`config.mk`:
```
export PLATFORM = sky130hd
export DESIGN_NAME = qcore_ctrl_pipe
export DESIGN_NICKNAME = d
export VERILOG_FILES = /design/src/rtl/qcore_ctrl_pipe.sv
export SDC_FILE = /design/constraint.sdc
export NUM_CORES = 1
export LEC_CHECK = 0
export ABC_AREA = 1
export BUFFER_PORTS_ARGS = -buffer_cell sky130_fd_sc_hd__buf_2
export CAP_MARGIN = 15
export CORE_MARGIN = 3
export CORE_UTILIZATION = 40
export DETAILED_ROUTE_END_ITERATION = 10
export HOLD_SLACK_MARGIN = 0.06
export PLACE_DENSITY = 0.81
export SLEW_MARGIN = 20
export SYNTH_ARGS = -nofsm -noshare
export SYNTH_HDL_FRONTEND = slang
export SYNTH_SLANG_ARGS = --single-unit
```
`constraint.sdc`:
```
create_clock -name clk_i -period 1.95 [get_ports clk_i]
set_input_delay 0.195 -clock clk_i [delete_from_list [all_inputs] [get_ports clk_i]]
set_output_delay 0.195 -clock clk_i [all_outputs]
set_load 0.005 [all_outputs]
```
`src/rtl/qcore_ctrl_pipe.sv`:
```
// Sequencer for the qcore six-stage pipe: stage enables, valid bits, stall monitor.
// Optional per-bubble statistics are built when QCORE_PIPE_STATS_EN is defined.
module qcore_ctrl_pipe #(
  parameter int CNT_W     = 8,
  parameter int MAX_STALL = 200
) (
  input  logic             clk_i,
  input  logic             rst_ni,
  input  logic             halt_i,
  input  logic             fetch_vld_i,
  input  logic             bubble_id_i,
  input  logic             bubble_rd_i,
  input  logic             flush_i,
  input  logic             clr_i,
  output logic             pc_en_o,
  output logic             if_en_o,
  output logic             id_en_o,
  output logic             rd_en_o,
  output logic             x_en_o,
  output logic [5:0]       vld_o,
  output logic [CNT_W-1:0] stall_cnt_o,
  output logic             stall_timeout_o,
  output logic [31:0]      stat_bid_o,
  output logic [31:0]      stat_brd_o
);

  typedef enum logic [2:0] {
    M_IDLE,
    M_HALT,
    M_FLUSH,
    M_BRD,
    M_BID,
    M_NORM
  } mode_e;

  mode_e            w_mode;
  logic             r_run;
  logic [5:0]       r_vld;
  logic [5:0]       w_vld_nxt;
  logic [4:0]       w_en;
  logic [CNT_W-1:0] r_cnt;
  logic [CNT_W-1:0] w_cnt_inc;
  logic             r_to;
  logic             w_stall;

  // Mode decode in priority order; idle covers reset and the start-latency cycle.
  always_comb begin
    w_mode = M_NORM;
    if (!rst_ni || !r_run) w_mode = M_IDLE;
    else if (halt_i)       w_mode = M_HALT;
    else if (flush_i)      w_mode = M_FLUSH;
    else if (bubble_rd_i)  w_mode = M_BRD;
    else if (bubble_id_i)  w_mode = M_BID;
  end

  always_comb begin
    w_en      = '0;
    w_vld_nxt = r_vld;
    unique case (w_mode)
      M_FLUSH: begin
        w_en      = '1;
        w_vld_nxt = {r_vld[4:3], 3'b000, fetch_vld_i};
      end
      M_BRD: begin
        w_en      = 5'b00001;
        w_vld_nxt = {r_vld[4:3], 1'b0, r_vld[2:0]};
      end
      M_BID: begin
        w_en      = 5'b00011;
        w_vld_nxt = {r_vld[4:2], 1'b0, r_vld[1:0]};
      end
      M_NORM: begin
        w_en      = '1;
        w_vld_nxt = {r_vld[4:0], fetch_vld_i};
      end
      default: ;
    endcase
  end

  assign w_stall   = (w_mode == M_BRD) || (w_mode == M_BID);
  assign w_cnt_inc = (r_cnt == '1) ? r_cnt : r_cnt + CNT_W'(1);

  // A flush ends any stall run, so it clears the counter like a normal cycle.
  always_ff @(posedge clk_i or negedge rst_ni) begin
    if (!rst_ni) begin
      r_run <= 1'b0;
      r_vld <= '0;
      r_cnt <= '0;
      r_to  <= 1'b0;
    end else begin
      r_run <= 1'b1;
      r_vld <= w_vld_nxt;
      if (clr_i) begin
        r_cnt <= '0;
        r_to  <= 1'b0;
      end else if (w_stall) begin
        r_cnt <= w_cnt_inc;
        if (w_cnt_inc == CNT_W'(MAX_STALL)) r_to <= 1'b1;
      end else if (w_mode == M_FLUSH || w_mode == M_NORM) begin
        r_cnt <= '0;
      end
    end
  end

`ifdef QCORE_PIPE_STATS_EN
  logic [31:0] r_stat_bid;
  logic [31:0] r_stat_brd;

  always_ff @(posedge clk_i or negedge rst_ni) begin
    if (!rst_ni) begin
      r_stat_bid <= '0;
      r_stat_brd <= '0;
    end else begin
      if (w_mode == M_BID) r_stat_bid <= r_stat_bid + 32'd1;
      if (w_mode == M_BRD) r_stat_brd <= r_stat_brd + 32'd1;
    end
  end

  assign stat_bid_o = r_stat_bid;
  assign stat_brd_o = r_stat_brd;
`else
  assign stat_bid_o = '0;
  assign stat_brd_o = '0;
`endif

  assign pc_en_o         = w_en[4];
  assign if_en_o         = w_en[3];
  assign id_en_o         = w_en[2];
  assign rd_en_o         = w_en[1];
  assign x_en_o          = w_en[0];
  assign vld_o           = r_vld;
  assign stall_cnt_o     = r_cnt;
  assign stall_timeout_o = r_to;

endmodule

```
After elaboration in Yosys (flattened, before gate mapping)
Index checks and enable logic that the tools add are counted. Widths: inputs -> output; s select.

Bits in registers: 16. Input port bits: 8. Output and inout port bits: 84. Logic and storage cells: 44.

$add $sub $neg: 1. Equal/unequal tests: 6. Mux-type cells: 14. Bitwise gates (word level): 2. Reduce and logical (&&, ||, !) cells: 15.

Operators with widths (count): $mux 8 (4); $pmux 6 s4 (1); $eq 8x8->1 const B (2); $pmux 5 s3 (1); $mux 3 (4); $add 8x1->8 const B (1); $eq 3x2->1 const B (2); $eq 3x3->1 const B (2); $reduce_bool 2->1 (3); $reduce_bool 3->1 (2); $mux 1 (4); $reduce_and 2->1 (2); $reduce_bool 4->1 (1); $logic_or 1x1->1 (3); $reduce_and 3->1 (1); $logic_not 1->1 (2); $not 1->1 (2); $reduce_or 2->1 (1).

Longest topological paths before layout
Word-level depth: 10. Gate-level depth with buffers: 10. Mapped depth without buffers: 10.

Worst setup path before layout
Ideal clock, no wire load.

Path type: reg-to-reg. From: reg r_cnt[0], in the netlist stall_cnt_o[0]. To: reg r_to, in the netlist stall_timeout_o. Arrival: 1.331 ns. Required time: 1.877 ns. Path slack: 0.546 ns. Cell stages (with the launch flop): 11. Buffers on the path: 0. Clock period less this slack: 1.404 ns. Cell sequence: dfrtp_1 -> ha_1 -> nand3_2 -> inv_2 -> nand2_4 -> nand2_1 -> nand2_1 -> nand3_1 -> nor2_1 -> nand2_1 -> a21oi_2.

Word-level cells in the longest chain between the ends: 5.

RTL lines: from (decl) (line 41) `logic [CNT_W-1:0] r_cnt;`; from (signal assigned) (line 97) `r_cnt <= w_cnt_inc;`; $add 8x1->8 or $eq 8x8->1 (tied branches) (line 81) `assign w_cnt_inc = (r_cnt == '1) ? r_cnt : r_cnt + CNT_W'(1);`; $mux 8 (*) (line 81); $eq 8x8->1 (*) (line 98) `if (w_cnt_inc == CNT_W'(MAX_STALL)) r_to <= 1'b1;`; $reduce_bool 2->1 (no source line) (*); $reduce_and 2->1 (no source line) (*); to (signal assigned) (line 89) `r_to <= 1'b0;`; to (signal assigned) (line 95) `r_to <= 1'b0;`; to (signal assigned) (line 98); to (decl) (line 43) `logic r_to;`.

Every way passes the cells marked *; elsewhere a longest branch is shown, timed or not. A chain may end at the register's enable or synchronous reset.

Final worst setup path
From: in rst_ni. To: out pc_en_o.

Word-level cells in the longest chain between the ends: 6.

RTL lines: from (decl) (line 8) `input logic rst_ni,`; $logic_not 1->1 (no source line) (*); $logic_or 1x1->1 (*) (line 49) `if (!rst_ni || !r_run) w_mode = M_IDLE;`; $mux 3 (*) (line 49); $eq 3x2->1 or $eq 3x3->1 (tied branches) (line 59) `unique case (w_mode)`; $reduce_or 2->1 (no source line); $pmux 5 s3 (*) (line 59); to (decl) (line 15) `output logic pc_en_o,`.

Marks and branches as above.

==> impl_metrics.toml <==
[run_status]
status = "completed"

[timing]
slew_viol_final = 0
fin_crit_ps = 1740
rsz0062_at_grt = "false"
skew_ps = 5.95
post-route-period-util_pct = 89.4
setup_viol = 0
hold_viol = 0
clock.fmax_mhz = 574
tns_ps = 0

[synthesis]
ys_warn_count = 0
syn_inst = 195
ys_types = 23
synth_area_um2 = 1450
synthMuxAreaShare_pct = 0
synth-xor-area-share_pct = 1.21
ys_seq_elements = 16
synth_top_family_by_area = "buffers and inverters"
synthAdderAreaFrac_pct = 0.865
synthSimpleGateAreaFrac_pct = 22.2
ys_seq_area_share_pct = 27.7
synth_compound_area_share_pct = 5.97
synth.avg_cell_area_um2 = 7.42

[grt]
grt_overflow = 0
grt_pass1_wl_um = 3810
busiest_layer = "met2"
gr-usage-met3_pct = 3.23
use_met1_pct = 12.8
grt_max_degree = 17
grtUsageMet2_pct = 20.4
grt_pass1_vias = 852
antenna_found_initial = 0
track_usage_pct = 11.3

[power]
leakage_nw = 0.863
fin_total_pwr_uw = 709
vdd_ir_drop_max_mv = 0.203
power_density_nw_per_um2 = 496

[worst_setup_path]
end_kind = "output port"
critPathRequiredTime_ps = 1750
crit_arrival_ps = 1550
worstSetupPathType = "input pin to output port"
cp_max_fo = 9
cp-start-kind = "input pin"

[cts]
cts.path.max_buffers = 2
ctsRootBufferMaster = "clkbuf_4"
cts_tree = "done"
clock_latency_ps = 290
clk_pin_slew_ps = 90
h-tree-depth = 1
post_cts_buffers = 0
numCtsBuffers = 3
clock-sinks = 16

[floorplanning]
die_area_um2 = 4370
die_h_um = 66.1
row_count = 21
start_util_pct = 42.3
coreArea_um2 = 3420
ioPinCount = 92
die_x_um = 66.1

[layout]
insertedDiodeCount = 0
layout_commonest_cell = "conb_1"
most-common-layout-cells = "conb_1, nand2_1, buf_2, inv_1"
area_delta_synth_final_pct = -1.21
drive_above_1_share_pct = 20.1
nets = 234
design_area_um2 = 1430

[route]
via_per_inst = 3.95
ant_nets = 0
drt-total-wl_um = 2540
dr.pass1.iters = 5
vias = 1067
drc = 0
drtIter0Drc = 22
wl_per_cell_um = 9.42

[placement]
io_buffers = 27
place.gp.congestion = 0.885
dpl_cell_area_um2 = 1370
dp_hpwl_um = 2120

[job]
drv_cap = 0

[min_path]
min_path_type = "input pin to flop"
==> state kept, by name, indices dropped and copies added (netlist names) <==
register	flops
stall_cnt_o	8
vld_o	6
r_run	1
stall_timeout_o	1
==> synth_stat cells (all sizes together) <==
cell,count,area (um^2)
o22ai,6,37.5
o21ai,7,35.0
nor2,9,48.8
nand2,39,159
inv,24,90.1
xnor2,1,8.76
nand3,18,108
ha,1,12.5
a21oi,2,13.8
dfrtp,16,400
xor2,1,8.76
nand4,1,6.26
conb,2,7.51
buf,68,510
==> final cells by class <==
cell class / count / area (um^2)
fillers: 369 / 1990
well taps: 46 / 57.6
repair buffers: 30 / 163
inverters: 24 / 90.1
multi-input cells: 150 / 682
flip-flops and latches: 16 / 400
clock buffers: 4 / 36.3
==> metal layers <==
| layer | part of all wire (%) | routed length [um] |
|---|---|---|
| met1 | 37 | 935 |
| met4 | 0.83 | 21 |
| met2 | 52 | 1340 |
| met3 | 9.9 | 251 |
| met5 | 0 | 0 |
==> timing repair <==
item                      in CTS  in global routing
hold endpoints to repair      16                  1
gates resized for setup        0                  0
hold buffers                   1                  1
==> power breakdown <==
part | internal, mW | switching, mW | total, mW | leakage [nW]
registers | 0.352 | 0.0123 | 0.364 | 0.218
logic | 0.0401 | 0.0847 | 0.125 | 0.624
clock network | 0.114 | 0.107 | 0.220 | 0.0210
==> kinds of logic (layout without fill, tap and decap cells) <==
kind of cell / Yosys count / in the layout
buf+inv: 92 / 58
simple gates: 67 / 67
flops: 16 / 16
compound gates: 15 / 15
other cells: 2 / 65
xor+xnor: 2 / 2
fa+ha+maj: 1 / 1
==> final timing paths <==
| path | start | endpoint | slack, ps | cells past startpoint |
|---|---|---|---|---|
| setup reg to reg | stall_cnt_o[0]$_DFFE_PN0P_ | stall_timeout_o$_DFFE_PN0P_ | 420 | 10 |
| setup / recovery | rst_ni | pc_en_o | 210 | 7 |
| hold / removal | fetch_vld_i | vld_o[0]$_DFFE_PN0P_ | 120 | 3 |
| hold reg to reg | vld_o[5]$_DFFE_PN0P_ | vld_o[5]$_DFFE_PN0P_ | 490 | 2 |
| min in group asynchronous | rst_ni | stall_cnt_o[0]$_DFFE_PN0P_ | 450 | 3 |
| max in group asynchronous | rst_ni | stall_cnt_o[4]$_DFFE_PN0P_ | 1320 | 3 |
==> worst max-delay path, stage by stage <==
cell and delay (ps):
dlygate4sd3_1 530, buf_2 150, nand3_4 120, nor2_2 150, nand2_1 110, nand2_1 150, buf_2 140
==> metrics by stage <==
| stage | hold slack (ps) | utilization [%] | setup slack (ps) | instances |
|---|---|---|---|---|
| after floorplan | -101 | - | 546 | 258 |
| after detailed placement | 228 | 40.2 | 417 | 264 |
| after global placement | 231 | 40.2 | 464 | 264 |
| final | 115 | 41.8 | 207 | 270 |
| after global routing | 128 | 41.8 | 97.3 | 270 |
| after CTS | 66.5 | 41.5 | 217 | 269 |
(Power assumes the default switching activity.)
